File: config.mk
export PLATFORM = sky130hd
export DESIGN_NAME = vend_controller
export DESIGN_NICKNAME = d
export VERILOG_FILES = /design/src/rtl/vend_controller.sv
export SDC_FILE = /design/constraint.sdc
export NUM_CORES = 1
export LEC_CHECK = 0
export CAP_MARGIN = 0
export CORE_ASPECT_RATIO = 1.75
export CORE_UTILIZATION = 35
export CTS_CLUSTER_SIZE = 16
export DETAILED_ROUTE_END_ITERATION = 10
export DONT_BUFFER_PORTS = 1
export GPL_TIMING_DRIVEN = 0
export RECOVER_POWER = 25
export SLEW_MARGIN = 30
export SYNTH_ARGS = -nofsm -noshare
export SYNTH_HDL_FRONTEND = slang
export SYNTH_SLANG_ARGS = --single-unit
File: constraint.sdc
create_clock -name clk -period 4 [get_ports clk]
set_input_delay 0 -clock clk [delete_from_list [all_inputs] [get_ports clk]]
set_output_delay 0 -clock clk [all_outputs]
set_load 0.03 [all_outputs]
File: src/rtl/vend_controller.sv
//------------------------------------------------------------------------------
// Module   : vend_controller
// Brief    : Vending-machine sequencer: coin credit, purchase/refund, nickel change
// Revision : 1.0 - initial release
//------------------------------------------------------------------------------
`default_nettype none

module vend_controller #(
    parameter int PRICE      = 100,
    parameter int MAX_CREDIT = 200
) (
    input  logic       clk,
    input  logic       reset,
    input  logic       nickel,
    input  logic       dime,
    input  logic       quarter,
    input  logic       select,
    input  logic       coin_return,
    input  logic       dispense_done,
    input  logic       change_ready,
    output logic       dispense,
    output logic       change_nickel,
    output logic       reject,
    output logic [7:0] credit,
    output logic       busy,
    output logic       accept_en
);

    localparam logic [1:0] S_IDLE     = 2'd0;
    localparam logic [1:0] S_COLLECT  = 2'd1;
    localparam logic [1:0] S_DISPENSE = 2'd2;
    localparam logic [1:0] S_CHANGE   = 2'd3;

    localparam logic [8:0] c_max_credit = 9'(MAX_CREDIT);
    localparam logic [7:0] c_price      = 8'(PRICE);
    localparam logic [7:0] c_nickel     = 8'd5;

    logic [1:0] r_state;
    logic [7:0] r_credit;
    logic       r_dispense;
    logic       r_change_nickel;
    logic       r_reject;

    logic       w_coin_any;
    logic       w_coin_one;
    logic [8:0] w_coin_val;
    logic [8:0] w_sum;
    logic       w_gate_open;
    logic       w_coin_valid;
    logic [7:0] w_credit_add;

    assign w_coin_any  = nickel | dime | quarter;
    assign w_coin_one  = (nickel ^ dime ^ quarter) & ~(nickel & dime & quarter);
    assign w_coin_val  = nickel  ? 9'd5  :
                         dime    ? 9'd10 :
                         quarter ? 9'd25 : 9'd0;
    // 9-bit sum so the ceiling compare sees the carry instead of a wrapped value
    assign w_sum        = {1'b0, r_credit} + w_coin_val;
    assign w_gate_open  = (r_state == S_IDLE) || (r_state == S_COLLECT);
    assign w_coin_valid = w_coin_one && w_gate_open && (w_sum <= c_max_credit);
    assign w_credit_add = w_coin_valid ? w_sum[7:0] : r_credit;

    always_ff @(posedge clk) begin
        if (reset) begin
            r_state         <= S_IDLE;
            r_credit        <= 8'd0;
            r_dispense      <= 1'b0;
            r_change_nickel <= 1'b0;
            r_reject        <= 1'b0;
        end else begin
            r_change_nickel <= 1'b0;
            r_reject        <= w_coin_any && !w_coin_valid;
            case (r_state)
                S_IDLE, S_COLLECT: begin
                    // Refund outranks purchase; a same-cycle coin is folded into the refund
                    if (coin_return && ((r_credit != 8'd0) || w_coin_valid)) begin
                        r_state  <= S_CHANGE;
                        r_credit <= w_credit_add;
                    end else if (select && (r_credit >= c_price)) begin
                        r_state    <= S_DISPENSE;
                        r_credit   <= w_credit_add - c_price;
                        r_dispense <= 1'b1;
                    end else if (w_coin_valid) begin
                        r_state  <= S_COLLECT;
                        r_credit <= w_credit_add;
                    end
                end
                S_DISPENSE: begin
                    if (dispense_done) begin
                        r_dispense <= 1'b0;
                        r_state    <= (r_credit != 8'd0) ? S_CHANGE : S_IDLE;
                    end
                end
                S_CHANGE: begin
                    if (r_credit == 8'd0) begin
                        r_state <= S_IDLE;
                    end else if (change_ready) begin
                        r_credit        <= r_credit - c_nickel;
                        r_change_nickel <= 1'b1;
                        if (r_credit == c_nickel) begin
                            r_state <= S_IDLE;
                        end
                    end
                end
                default: r_state <= S_IDLE;
            endcase
        end
    end

    assign dispense      = r_dispense;
    assign change_nickel = r_change_nickel;
    assign reject        = r_reject;
    assign credit        = r_credit;
    assign busy          = (r_state == S_DISPENSE) || (r_state == S_CHANGE);
    assign accept_en     = ~busy;

endmodule

`default_nettype wire

Word-level counts from Yosys, hierarchy flattened --
Index checks and enable logic that the tools add are counted.
Storage, ports and cells: bits in registers 13, input bits 9, output and inout port bits 13, word-level logic and storage cells 75
Operators by class: $add $sub $neg 3, $lt $le $gt $ge 2, eq/ne operators 12, multiplexer cells 24, bitwise gates (word level) 10, reductions and logical operators 19
Operator list (number):
- $mux 8 | 6
- $mux 2 | 8
- $pmux 8 s2 | 1
- $mux 5 | 3
- $reduce_and 4->1 | 3
- $ne 2x2->1 const B | 5
- $add 8x5->9 | 1
- $le 9x8->1 const B | 1
- $eq 8x3->1 const B | 1
- $ge 8x7->1 const B | 1
- $logic_not 8->1 | 1
- $reduce_bool 8->1 | 1
- $sub 8x3->8 const B | 1
- $sub 8x7->8 const B | 1
- $ne 3x3->1 const B | 2
- $pmux 2 s3 | 1
- $logic_and 1x1->1 | 5
- $eq 2x2->1 const B | 2
- $mux 1 | 4
- $ne 4x4->1 const B | 1
- $reduce_bool 2->1 | 2
- $and 1x1->1 | 3
- $logic_or 1x1->1 | 3
- $not 1->1 | 3
- other kinds (8) | 10

Longest topological paths before layout --
Gate-level depths: netlist of run 1.
depth after elaboration 11, mapped depth 16, gate-level depth less buffers 15

Worst setup path before layout of run 1 --
No wires, ideal clock.
path type reg2reg, from reg r_credit[0] (netlist: credit[0]), to reg r_credit[6] (netlist: credit[6]), setup time 0.133 ns, arrival 3.135 ns, required time 3.867 ns, slack 0.732 ns, stages on the path, launching flop included 14, path buffers 1, period minus slack after synthesis 3.268 ns, cell sequence dfxtp_1 ha_1 fa_1 xor2_1 o32ai_1 a21oi_1 nor4b_4 o21a_1 buf_6 mux2i_1 ha_1 a211oi_1 xor2_1 o22ai_2
On the way: longest elaborated chain between the ends 8, elaborated cells on any way between the ends 21, those cells by class add/sub (3); order compare (2); eq/ne (2); mux (7); reduce/logical (7)
RTL lines:
- from (decl) | line 39 | logic [7:0] r_credit;
- from (signal assigned) | line 78 | r_credit <= w_credit_add;
- from (signal assigned) | line 81 | r_credit <= w_credit_add - c_price;
- from (signal assigned) | line 85 | r_credit <= w_credit_add;
- $add 8x5->9 | line 58 | assign w_sum = {1'b0, r_credit} + w_coin_val;
- $le 9x8->1 | line 60 | assign w_coin_valid = w_coin_one && w_gate_open && (w_sum <= c_max_credit);
- $logic_and 1x1->1 | line 60
- $mux 8 | line 61 | assign w_credit_add = w_coin_valid ? w_sum[7:0] : r_credit;
- $sub 8x7->8 / $mux 8 (equally long branches) | line 81, 83
- $mux 8 | line 79 | end else if (select && (r_credit >= c_price)) begin
- $mux 8 | line 76 | if (coin_return && ((r_credit != 8'd0) || w_coin_valid)) begin
- $pmux 8 s2 | line 73 | case (r_state)
Several ways; a longest one is shown, not always the timed one. The select of a mux whose other input is x is not followed. A chain may end at the register's enable or synchronous reset.

Final worst setup path of run 1 --
Same ends and word-level chain as after synthesis.

==> results of run 1 <==
[Yosys cell counts, drive strengths merged]
library cell / instances
a211o: 3
a211oi: 3
a21boi: 1
a21o: 5
a21oi: 13
a22oi: 2
a31oi: 3
a32oi: 1
and2: 1
and3: 2
buf: 2
clkbuf: 7
dfxtp: 13
fa: 1
ha: 12
inv: 12
mux2i: 4
nand2: 16
nand2b: 2
nand3: 5
nand3b: 1
nand4: 2
nor2: 17
nor2b: 2
nor3: 5
nor3b: 3
nor4: 1
nor4b: 2
o21a: 5
o21ai: 11
o21bai: 2
o22ai: 8
o2bb2ai: 1
o311ai: 1
o31ai: 2
o32ai: 2
or3: 4
xnor2: 5
xor2: 4
[routing by layer]
layer	wire (um)	track usage, %	vias up
met1	1380	18.8	664
met2	2250	38.8	32
li1	-	-	691
met3	146	1.60	9
met4	113	12.7	0
met5	0	0	-
[report_power, final]
| group | leakage (nW) | total [mW] | internal [mW] | switching [mW] |
|---|---|---|---|---|
| clock network | 0.0228 | 0.122 | 0.0706 | 0.0514 |
| registers | 0.106 | 0.306 | 0.171 | 0.134 |
| logic | 0.510 | 0.814 | 0.332 | 0.482 |
| total | 0.639 | 1.24 | 0.574 | 0.667 |
[cells by family after synthesis]
logic type / count (synthesis)
buf+inv: 21
mux: 4
simple gates: 63
compound gates: 63
flops: 13
fa+ha+maj: 13
xor+xnor: 9
[placed cells by master, fill, tap and decap left out, types with 3 or more instances in the layout]
master and instances:
nor3_1 5, clkbuf_8 3, nor3b_1 3, dfxtp_1 13, a21o_1 5, o21a_1 5, xnor2_1 5, or3_1 4
nand2_1 16, nor2_1 17, a211o_1 3, nand3_1 5, a21oi_1 13, xor2_1 4, inv_1 12, mux2i_1 4
ha_1 12, o22ai_1 5, clkbuf_1 6, o21ai_0 10
[worst max-delay path, delay by kind of cell, from the launching register on]
family | cells | cell delay [ns]
AO/OA/AOI/OAI | 5 | 1.03
XOR/XNOR | 1 | 0.22
adder cells (fa/ha/maj) | 3 | 1.01
buffers and inverters | 1 | 0.15
flip-flops | 1 | 0.63
multiplexers | 1 | 0.11
AND/OR/NAND/NOR | 1 | 0.42
[worst max path at each step]
stage                    from        end  slack (ns)  cells after the start
floorplan           credit[0]  credit[6]        0.73                     13
CTS                 credit[0]  credit[6]        0.26                     12
detailed placement  credit[0]  credit[6]        0.29                     12
global route        credit[0]  credit[6]        0.02                     12
global placement    credit[0]  credit[6]        0.32                     12
finish              credit[0]  credit[6]        0.28                     12
[sequential cells by signal, indices dropped and copies added, names as in the netlist]
register and cells:
credit 8, change_nickel 1, dispense 1, reject 1, r_state 2
[layout make-up]
type | instances | area [um2] | share of cell area [%]
Sequential cell | 13 | 260 | 16.9
Inverter | 12 | 45.0 | 2.92
Timing Repair Buffer | 2 | 20.0 | 1.30
Clock buffer | 4 | 45.0 | 2.92
Multi-Input combinational cell | 152 | 1060 | 69.0
Buffer | 9 | 47.5 | 3.08
Tap cell | 48 | 60.1 | 3.90
[what timing repair did]
action,4_1_cts,5_1_grt
hold buffers,2,0
endpoints found under the hold margin,4,0
setup buffers,0,0
[metrics by stage]
stage	util (%)	worst slack, ns
CTS	39.9	0.256
detailed placement	38.2	0.286
floorplan	-	0.732
finish	39.9	0.283
global route	39.9	0.0185
global placement	38.2	0.323
==> impl_metrics.json, run 1 <==
{
  "p_leak_nw": 0.639,
  "totalPowerFinal_mw": 1.24,
  "finalMaxSlewViolations": 0,
  "port-buffer-count": 0,
  "n_antenna_cell": 0,
  "gr-total-overflow": 0,
  "wl_um": 3890,
  "fin_crit_ns": 3.72,
  "cts-buffers-inserted": 3,
  "stdcell_area_mm2": 0.00154,
  "synth-xor-area-share_pct": 5.57,
  "clock_sinks": 13,
  "synth_fa_ha_area_share_pct": 12.0,
  "worstReg2RegStart": "credit[0]",
  "gp_congestion": 0.844,
  "drc_errors": 0,
  "r2r_slack_ns": 0.28,
  "setup.worst_path.class": "reg2reg",
  "grt_pass1_vias": 1467,
  "area_delta_synth_final_pct": 8.83,
  "cap_violations": 0,
  "grt_pass1_wl_um": 6470,
  "tightest_slew_ns": 0.699,
  "synth_mux_area_share_pct": 2.83,
  "ctsResizeCount": 0,
  "die_area_mm2": 0.00431,
  "post-route-period-util_pct": 92.9,
  "yosysTopAreaCellShare_pct": 18.4,
  "htreeDepth": 1,
  "ys_types": 47,
  "viasPerCell": 5.82,
  "synthSimpleGateAreaFrac_pct": 22.9,
  "layout.nets": 215,
  "ctsLongestPathBuffers": 2,
  "cp-start-kind": "register",
  "clock.fmax_mhz": 269,
  "grt_usage_pct": 19.9,
  "post_dp_cell_area_mm2": 0.00148,
  "arrival_ns": 3.83,
  "syn_avg_cell_area_um2": 7.61,
  "yosysWarningCount": 0,
  "first_pass_iters": 4,
  "dp.cells": 234,
  "ys_ff_latch": 13,
  "peakVddDrop_v": 0.000345,
  "holdPathEnd": "dispense",
  "netlist_top_cells_area": "dfxtp_1 (18%), ha_1 (11%), a21oi_1 (4.6%)",
  "required_ns": 4.11,
  "crit_path_cell_trace": "ha_1, fa_1, o32ai_1, a21oi_1, nor4b_4, o21a_1, buf_6, mux2i_1, ha_1, a211oi_1, xor2_1, o22ai_2",
  "antenna_found_initial": 0,
  "drtIter0Drc": 40,
  "synth_fp_nets": 208,
  "worstRegToRegCells": 12,
  "syn_inst": 186,
  "ioPinCount": 22,
  "start_util_pct": 36.6,
  "ys_seq_area_share_pct": 18.4,
  "synth.largest_area_cell": "dfxtp_1",
  "worst_hold_slack_ns": 0.0650,
  "via_count": 1396,
  "hold_path.class": "in2reg",
  "hold_viol_final": 0,
  "ant_nets": 0,
  "rsz0062_at_grt": "no",
  "clk_pin_slew_ns": 0.06,
  "grt_max_degree": 11,
  "synth.cell_area_mm2": 0.00142,
  "die_w_um": 50.1,
  "synth_top_family_by_area": "compound AO/OA/AOI/OAI gates",
  "wire_per_inst_um": 16.2,
  "rr_endpoint": "credit[6]",
  "hp-start": "dispense_done",
  "relSlewSlack_pct": 53.2,
  "fin_skew_ns": 0.00664,
  "cellPowerDensity_mw_per_mm2": 805,
  "fin_cells": 240,
  "hpwl_um": 3100,
  "setup_viol": 0,
  "cp_slowest_cell": "dfxtp_1",
  "critical_path_peak_fanout": 8,
  "die_y_um": 86.2,
  "slowest_delay_ns": 0.63,
  "run_status": "finished clean",
  "holdPathStages": 4,
  "row_count": 30,
  "cts_root_buf": "clkbuf_8",
  "critPathMostFrequentCell": "ha_1",
  "n_fill_cell": 429,
  "core_area_mm2": 0.00387,
  "synth_compound_area_share_pct": 31.8,
  "clock_latency_ns": 0.25,
  "setup_tns_ns": 0,
  "critPathCaptureType": "register",
  "cts_tree": "done",
  "drive_gt1_share_pct": 7.29
}
Power figures use the tool's default switching activity.
==> inputs of run 2 (changes only) <==
--- a/config.mk
+++ b/config.mk
@@ -12,7 +12,7 @@
 export DETAILED_ROUTE_END_ITERATION = 10
 export DONT_BUFFER_PORTS = 1
 export GPL_TIMING_DRIVEN = 0
-export RECOVER_POWER = 25
+export RECOVER_POWER = 100
 export SLEW_MARGIN = 30
 export SYNTH_ARGS = -nofsm -noshare
 export SYNTH_HDL_FRONTEND = slang
==> run 2 against run 1 <==
Sequential power is essentially flat. Die area did not move. Total power shrank 1.7%. Clock skew shrank 0.00095 ns. Core utilization is 0.29 points lower. Cell count is the same. Via count shrank 0.43%. Sequential share of layout area grew 0.12 points. Largest power group unchanged.
==> impl_metrics.json, run 2 (same netlist as run 1, synthesis figures left out) <==
{
  "switchingPower_mw": 0.657,
  "viasPerCell": 5.79,
  "setup_ws_ns": 0.294,
  "row_count": 30,
  "holdPathEnd": "dispense",
  "core_area_mm2": 0.00387,
  "hpwl_um": 3100,
  "drc_errors": 0,
  "cts-buffers-inserted": 3,
  "required_ns": 4.11,
  "cts_tree": "done",
  "peakVddDrop_v": 0.000342,
  "relSlewSlack_pct": 53.1,
  "cap_violations": 0,
  "gr-total-overflow": 0,
  "ff_latch_area_um2": 260,
  "post-route-period-util_pct": 92.6,
  "dp_slack_ns": 0.286,
  "largest_register_ffs": 8,
  "arrival_ns": 3.82,
  "cts_root_buf": "clkbuf_8",
  "p_leak_nw": 0.636,
  "hold_path.class": "in2reg",
  "cp-start-kind": "register",
  "setup.worst_path.class": "reg2reg",
  "antenna_found_initial": 0,
  "via_count": 1390,
  "grt_pass1_vias": 1467,
  "totalPowerFinal_mw": 1.22,
  "post-cts-setup-buffer-count": 0,
  "clock_sinks": 13,
  "wire_per_inst_um": 16.4,
  "fin_skew_ns": 0.00569,
  "n_fill_cell": 432,
  "combPwrFrac_pct": 65.1,
  "grt_max_degree": 11,
  "area_delta_synth_final_pct": 8.04,
  "power.share.sequential_pct": 25.0,
  "stdcell_area_mm2": 0.00153,
  "n_antenna_cell": 0,
  "clock_latency_ns": 0.25,
  "grt_pass1_wl_um": 6470,
  "ctsResizeCount": 0,
  "htreeDepth": 1,
  "die_area_mm2": 0.00431,
  "ioPinCount": 22,
  "cellPowerDensity_mw_per_mm2": 797,
  "power_frac_clock_pct": 10.0,
  "die_w_um": 50.1,
  "holdPathStages": 4,
  "post_dp_cell_area_mm2": 0.00148,
  "die_y_um": 86.2,
  "drive_gt1_share_pct": 6.77,
  "r2r_slack_ns": 0.29,
  "grt_usage_pct": 19.9,
  "run_status": "finished clean",
  "final_common_cell": "nor2_1",
  "hp-start": "dispense_done",
  "port-buffer-count": 0,
  "dp.cells": 234,
  "finalMaxSlewViolations": 0,
  "clk_pin_slew_ns": 0.06,
  "setup_viol": 0,
  "start_util_pct": 36.6,
  "ctsLongestPathBuffers": 2,
  "worstReg2RegStart": "credit[0]",
  "rr_endpoint": "credit[6]",
  "clock.fmax_mhz": 270,
  "critical_path_peak_fanout": 8,
  "critPathCaptureType": "register",
  "fin_cells": 240,
  "multi_input_area_mm2": 0.00106,
  "wl_um": 3940,
  "fin_crit_ns": 3.71,
  "layout.nets": 215,
  "drtIter0Drc": 29,
  "switching_share_pct": 53.9,
  "worstRegToRegCells": 12,
  "gp_congestion": 0.844,
  "rsz0062_at_grt": "no",
  "ant_nets": 0,
  "tightest_slew_ns": 0.700,
  "internal_power_mw": 0.563,
  "hold_viol_final": 0,
  "final_cell_mix": "nor2_1 (17), nand2_1 (16), a21oi_1 (13), dfxtp_1 (13)",
  "setup_tns_ns": 0,
  "first_pass_iters": 4
}
==> run 2: changes by cell type in the layout (fill, tap and decap cells not counted) <==
cell	before	now
clkbuf_1	6	7
buf_4	1	0
o22ai_2	2	3
o22ai_4	1	0
==> run 2: layout make-up <==
| type | count | share of cell area (%) |
|---|---|---|
| sequential | 13 | 17.0 |
| inverter | 12 | 2.94 |
| tap | 48 | 3.92 |
| buffer | 9 | 2.86 |
| clock buffer | 4 | 2.94 |
| timing repair buffer | 2 | 1.31 |
| multi-input combinational | 152 | 69.0 |
==> run 2: worst max-delay path, stage by stage (launching register included) <==
cell	delay (ns)
dfxtp_1	0.63
ha_1	0.29
fa_1	0.45
o32ai_1	0.34
a21oi_1	0.13
nor4b_4	0.41
o21a_1	0.19
buf_6	0.15
mux2i_1	0.10
ha_1	0.27
a211oi_1	0.27
xor2_1	0.22
o22ai_2	0.09
==> run 2: through the flow <==
step / hold slack (ns) / utilization [%]
after global routing: 0.143 / 39.6
after CTS: 0.0731 / 39.9
after detailed placement: 0.0813 / 38.2
after global placement: 0.0794 / 38.2
final: 0.0651 / 39.6
after floorplan: 0.0761 / -
==> run 2: worst max-delay path by stage <==
stage	start	to	slack [ns]	cells past startpoint
after floorplan	credit[0]	credit[6]	0.73	13
after global placement	credit[0]	credit[6]	0.32	12
after detailed placement	credit[0]	credit[6]	0.29	12
after CTS	credit[0]	credit[6]	0.26	12
after global routing	credit[0]	credit[6]	0.03	12
final	credit[0]	credit[6]	0.29	12
==> run 2: timing repair <==
action,in CTS,in global routing
hold buffers,2,0
setup endpoints to repair,0,0
endpoints found under the hold margin,4,0
==> run 2: routing by layer <==
| metal | vias up | part of all wire, % | GRT usage [%] |
|---|---|---|---|
| met5 | - | 0 | 0 |
| met4 | 0 | 4.0 | 12.7 |
| met3 | 11 | 3.8 | 1.60 |
| met2 | 31 | 57 | 38.8 |
| met1 | 659 | 36 | 18.8 |
| li1 | 689 | - | - |
==> run 2: power by group through the flow <==
stage	combinational (mW)	sequential [mW]	clock (mW)
6_report	0.794	0.304	0.121
5_1_grt	0.888	0.313	0.126
4_1_cts	0.814	0.304	0.122
3_5_place_dp	0.806	0.306	0
3_3_place_gp	0.801	0.308	0
2_1_floorplan	0.658	0.281	0
==> inputs of run 3 (changes only) <==
--- a/config.mk
+++ b/config.mk
@@ -12,6 +12,7 @@
 export DETAILED_ROUTE_END_ITERATION = 10
 export DONT_BUFFER_PORTS = 1
 export GPL_TIMING_DRIVEN = 0
+export MAX_ROUTING_LAYER = met4
 export RECOVER_POWER = 100
 export SLEW_MARGIN = 30
 export SYNTH_ARGS = -nofsm -noshare
==> run 3 against run 2 <==
Total power about the same. Core utilization unchanged. Wire length down 0.10%. Critical path type unchanged.
==> impl_metrics.json, run 3 (same netlist as run 1, synthesis figures left out) <==
{
  "clock.fmax_mhz": 270,
  "largest_register_ffs": 8,
  "holdBufCountCts": 2,
  "setup_viol": 0,
  "worst_hold_slack_ns": 0.0654,
  "final_cell_mix": "nor2_1 (17), nand2_1 (16), a21oi_1 (13), dfxtp_1 (13)",
  "critical_path_peak_fanout": 8,
  "fin_crit_ns": 3.70,
  "row_count": 30,
  "via_count": 1388,
  "ctsResizeCount": 0,
  "drive_gt1_share_pct": 6.77,
  "clock_latency_ns": 0.25,
  "die_area_mm2": 0.00431,
  "power_frac_clock_pct": 9.9,
  "setup.worst_path.class": "reg2reg",
  "cp.buffers_inverters": 1,
  "required_ns": 4.11,
  "hpwl_um": 3100,
  "clock_sinks": 13,
  "critPathMostFrequentCell": "ha_1",
  "rsz0062_at_grt": "no",
  "first_pass_iters": 4,
  "cellPowerDensity_mw_per_mm2": 797,
  "grt_pass1_vias": 1461,
  "p_leak_nw": 0.636,
  "hold_path.class": "in2reg",
  "drc_errors": 0,
  "core_area_mm2": 0.00387,
  "post-route-period-util_pct": 92.5,
  "cpLargestDelayFamily": "compound AO/OA/AOI/OAI gates",
  "n_antenna_cell": 0,
  "ant_nets": 0,
  "totalPowerFinal_mw": 1.22,
  "drtIter0Drc": 28,
  "switchingPower_mw": 0.657,
  "cp-start-kind": "register",
  "die_w_um": 50.1,
  "fin_skew_ns": 0.00588,
  "cts-buffers-inserted": 3,
  "critPathCaptureType": "register",
  "combPwrFrac_pct": 65.1,
  "antenna_found_initial": 0,
  "wire_per_inst_um": 16.4,
  "setup_tns_ns": 0,
  "power.share.sequential_pct": 25.0,
  "grt_usage_pct": 20.5,
  "grt_max_degree": 11,
  "cp_slowest_cell": "dfxtp_1",
  "arrival_ns": 3.81,
  "peakVddDrop_v": 0.000343,
  "ctsLongestPathBuffers": 2,
  "crit_path_cell_trace": "ha_1, fa_1, o32ai_1, a21oi_1, nor4b_4, o21a_1, buf_6, mux2i_1, ha_1, a211oi_1, xor2_1, o22ai_2",
  "n_fill_cell": 432,
  "final_common_cell": "nor2_1",
  "switching_share_pct": 53.9,
  "cap_violations": 0,
  "relSlewSlack_pct": 53.2,
  "internal_power_mw": 0.563,
  "finalMaxSlewViolations": 0,
  "hold_viol_final": 0,
  "wl_um": 3940,
  "port-buffer-count": 0,
  "slowest_delay_ns": 0.63,
  "post-cts-setup-buffer-count": 0,
  "grt_pass1_wl_um": 6490,
  "tightest_slew_ns": 0.699,
  "htreeDepth": 1,
  "layout.nets": 215,
  "cts_root_buf": "clkbuf_8",
  "ioPinCount": 22,
  "gp_congestion": 0.857,
  "area_delta_synth_final_pct": 8.04,
  "gr-total-overflow": 0,
  "viasPerCell": 5.78,
  "run_status": "finished clean",
  "die_y_um": 86.2,
  "start_util_pct": 36.6,
  "cts_tree": "done",
  "clk_pin_slew_ns": 0.06
}
## run 3: cell counts in the layout (fill, tap and decap cells not counted)
No cell type changed its count.
## run 3: routing by layer
layer | GRT usage, % | share of wire [%]
met5 | - | 0
met4 | 12.7 | 4.0
met3 | 1.60 | 3.0
met2 | 38.8 | 57
met1 | 18.9 | 36
## run 3: final timing paths
check,startpoint,end,slack (ns),cells past startpoint
max,credit[0],credit[6],0.30,12
min,dispense_done,dispense,0.07,4
max reg2reg,credit[0],credit[6],0.30,12
min reg2reg,r_state[0],r_state[0],0.61,2
## run 3: metrics by stage
stage | worst slack, ns | cell area [um2] | utilization, % | std cells
after floorplan | 0.732 | 1420 | - | 186
after global placement | 0.323 | 1480 | 38.2 | 234
after detailed placement | 0.286 | 1480 | 38.2 | 234
after CTS | 0.256 | 1540 | 39.9 | 240
after global routing | 0.0281 | 1530 | 39.6 | 240
final | 0.301 | 1530 | 39.6 | 240
## run 3: worst register-to-register path: cells and delay by family, from the launching register on
family,cells,cell delay (ns)
XOR/XNOR,1,0.22
flip-flops,1,0.63
buffers and inverters,1,0.15
multiplexers,1,0.10
adder cells (fa/ha/maj),3,1.01
AND/OR/NAND/NOR,1,0.42
AO/OA/AOI/OAI,5,1.02
## run 3: final cells by class
cell class              count  area (um2)  share of cell area (%)
clock buffers               4        45.0                    2.94
plain buffers               9        43.8                    2.86
flip-flops and latches     13         260                    17.0
repair buffers              2        20.0                    1.31
well taps                  48        60.1                    3.92
inverters                  12        45.0                    2.94
multi-input cells         152        1060                    69.0
## run 3: power groups by stage
stage	combinational, mW	clock (mW)	sequential [mW]
6_report	0.794	0.121	0.305
5_1_grt	0.888	0.126	0.313
4_1_cts	0.814	0.122	0.304
3_5_place_dp	0.806	0	0.306
3_3_place_gp	0.801	0	0.308
2_1_floorplan	0.658	0	0.281
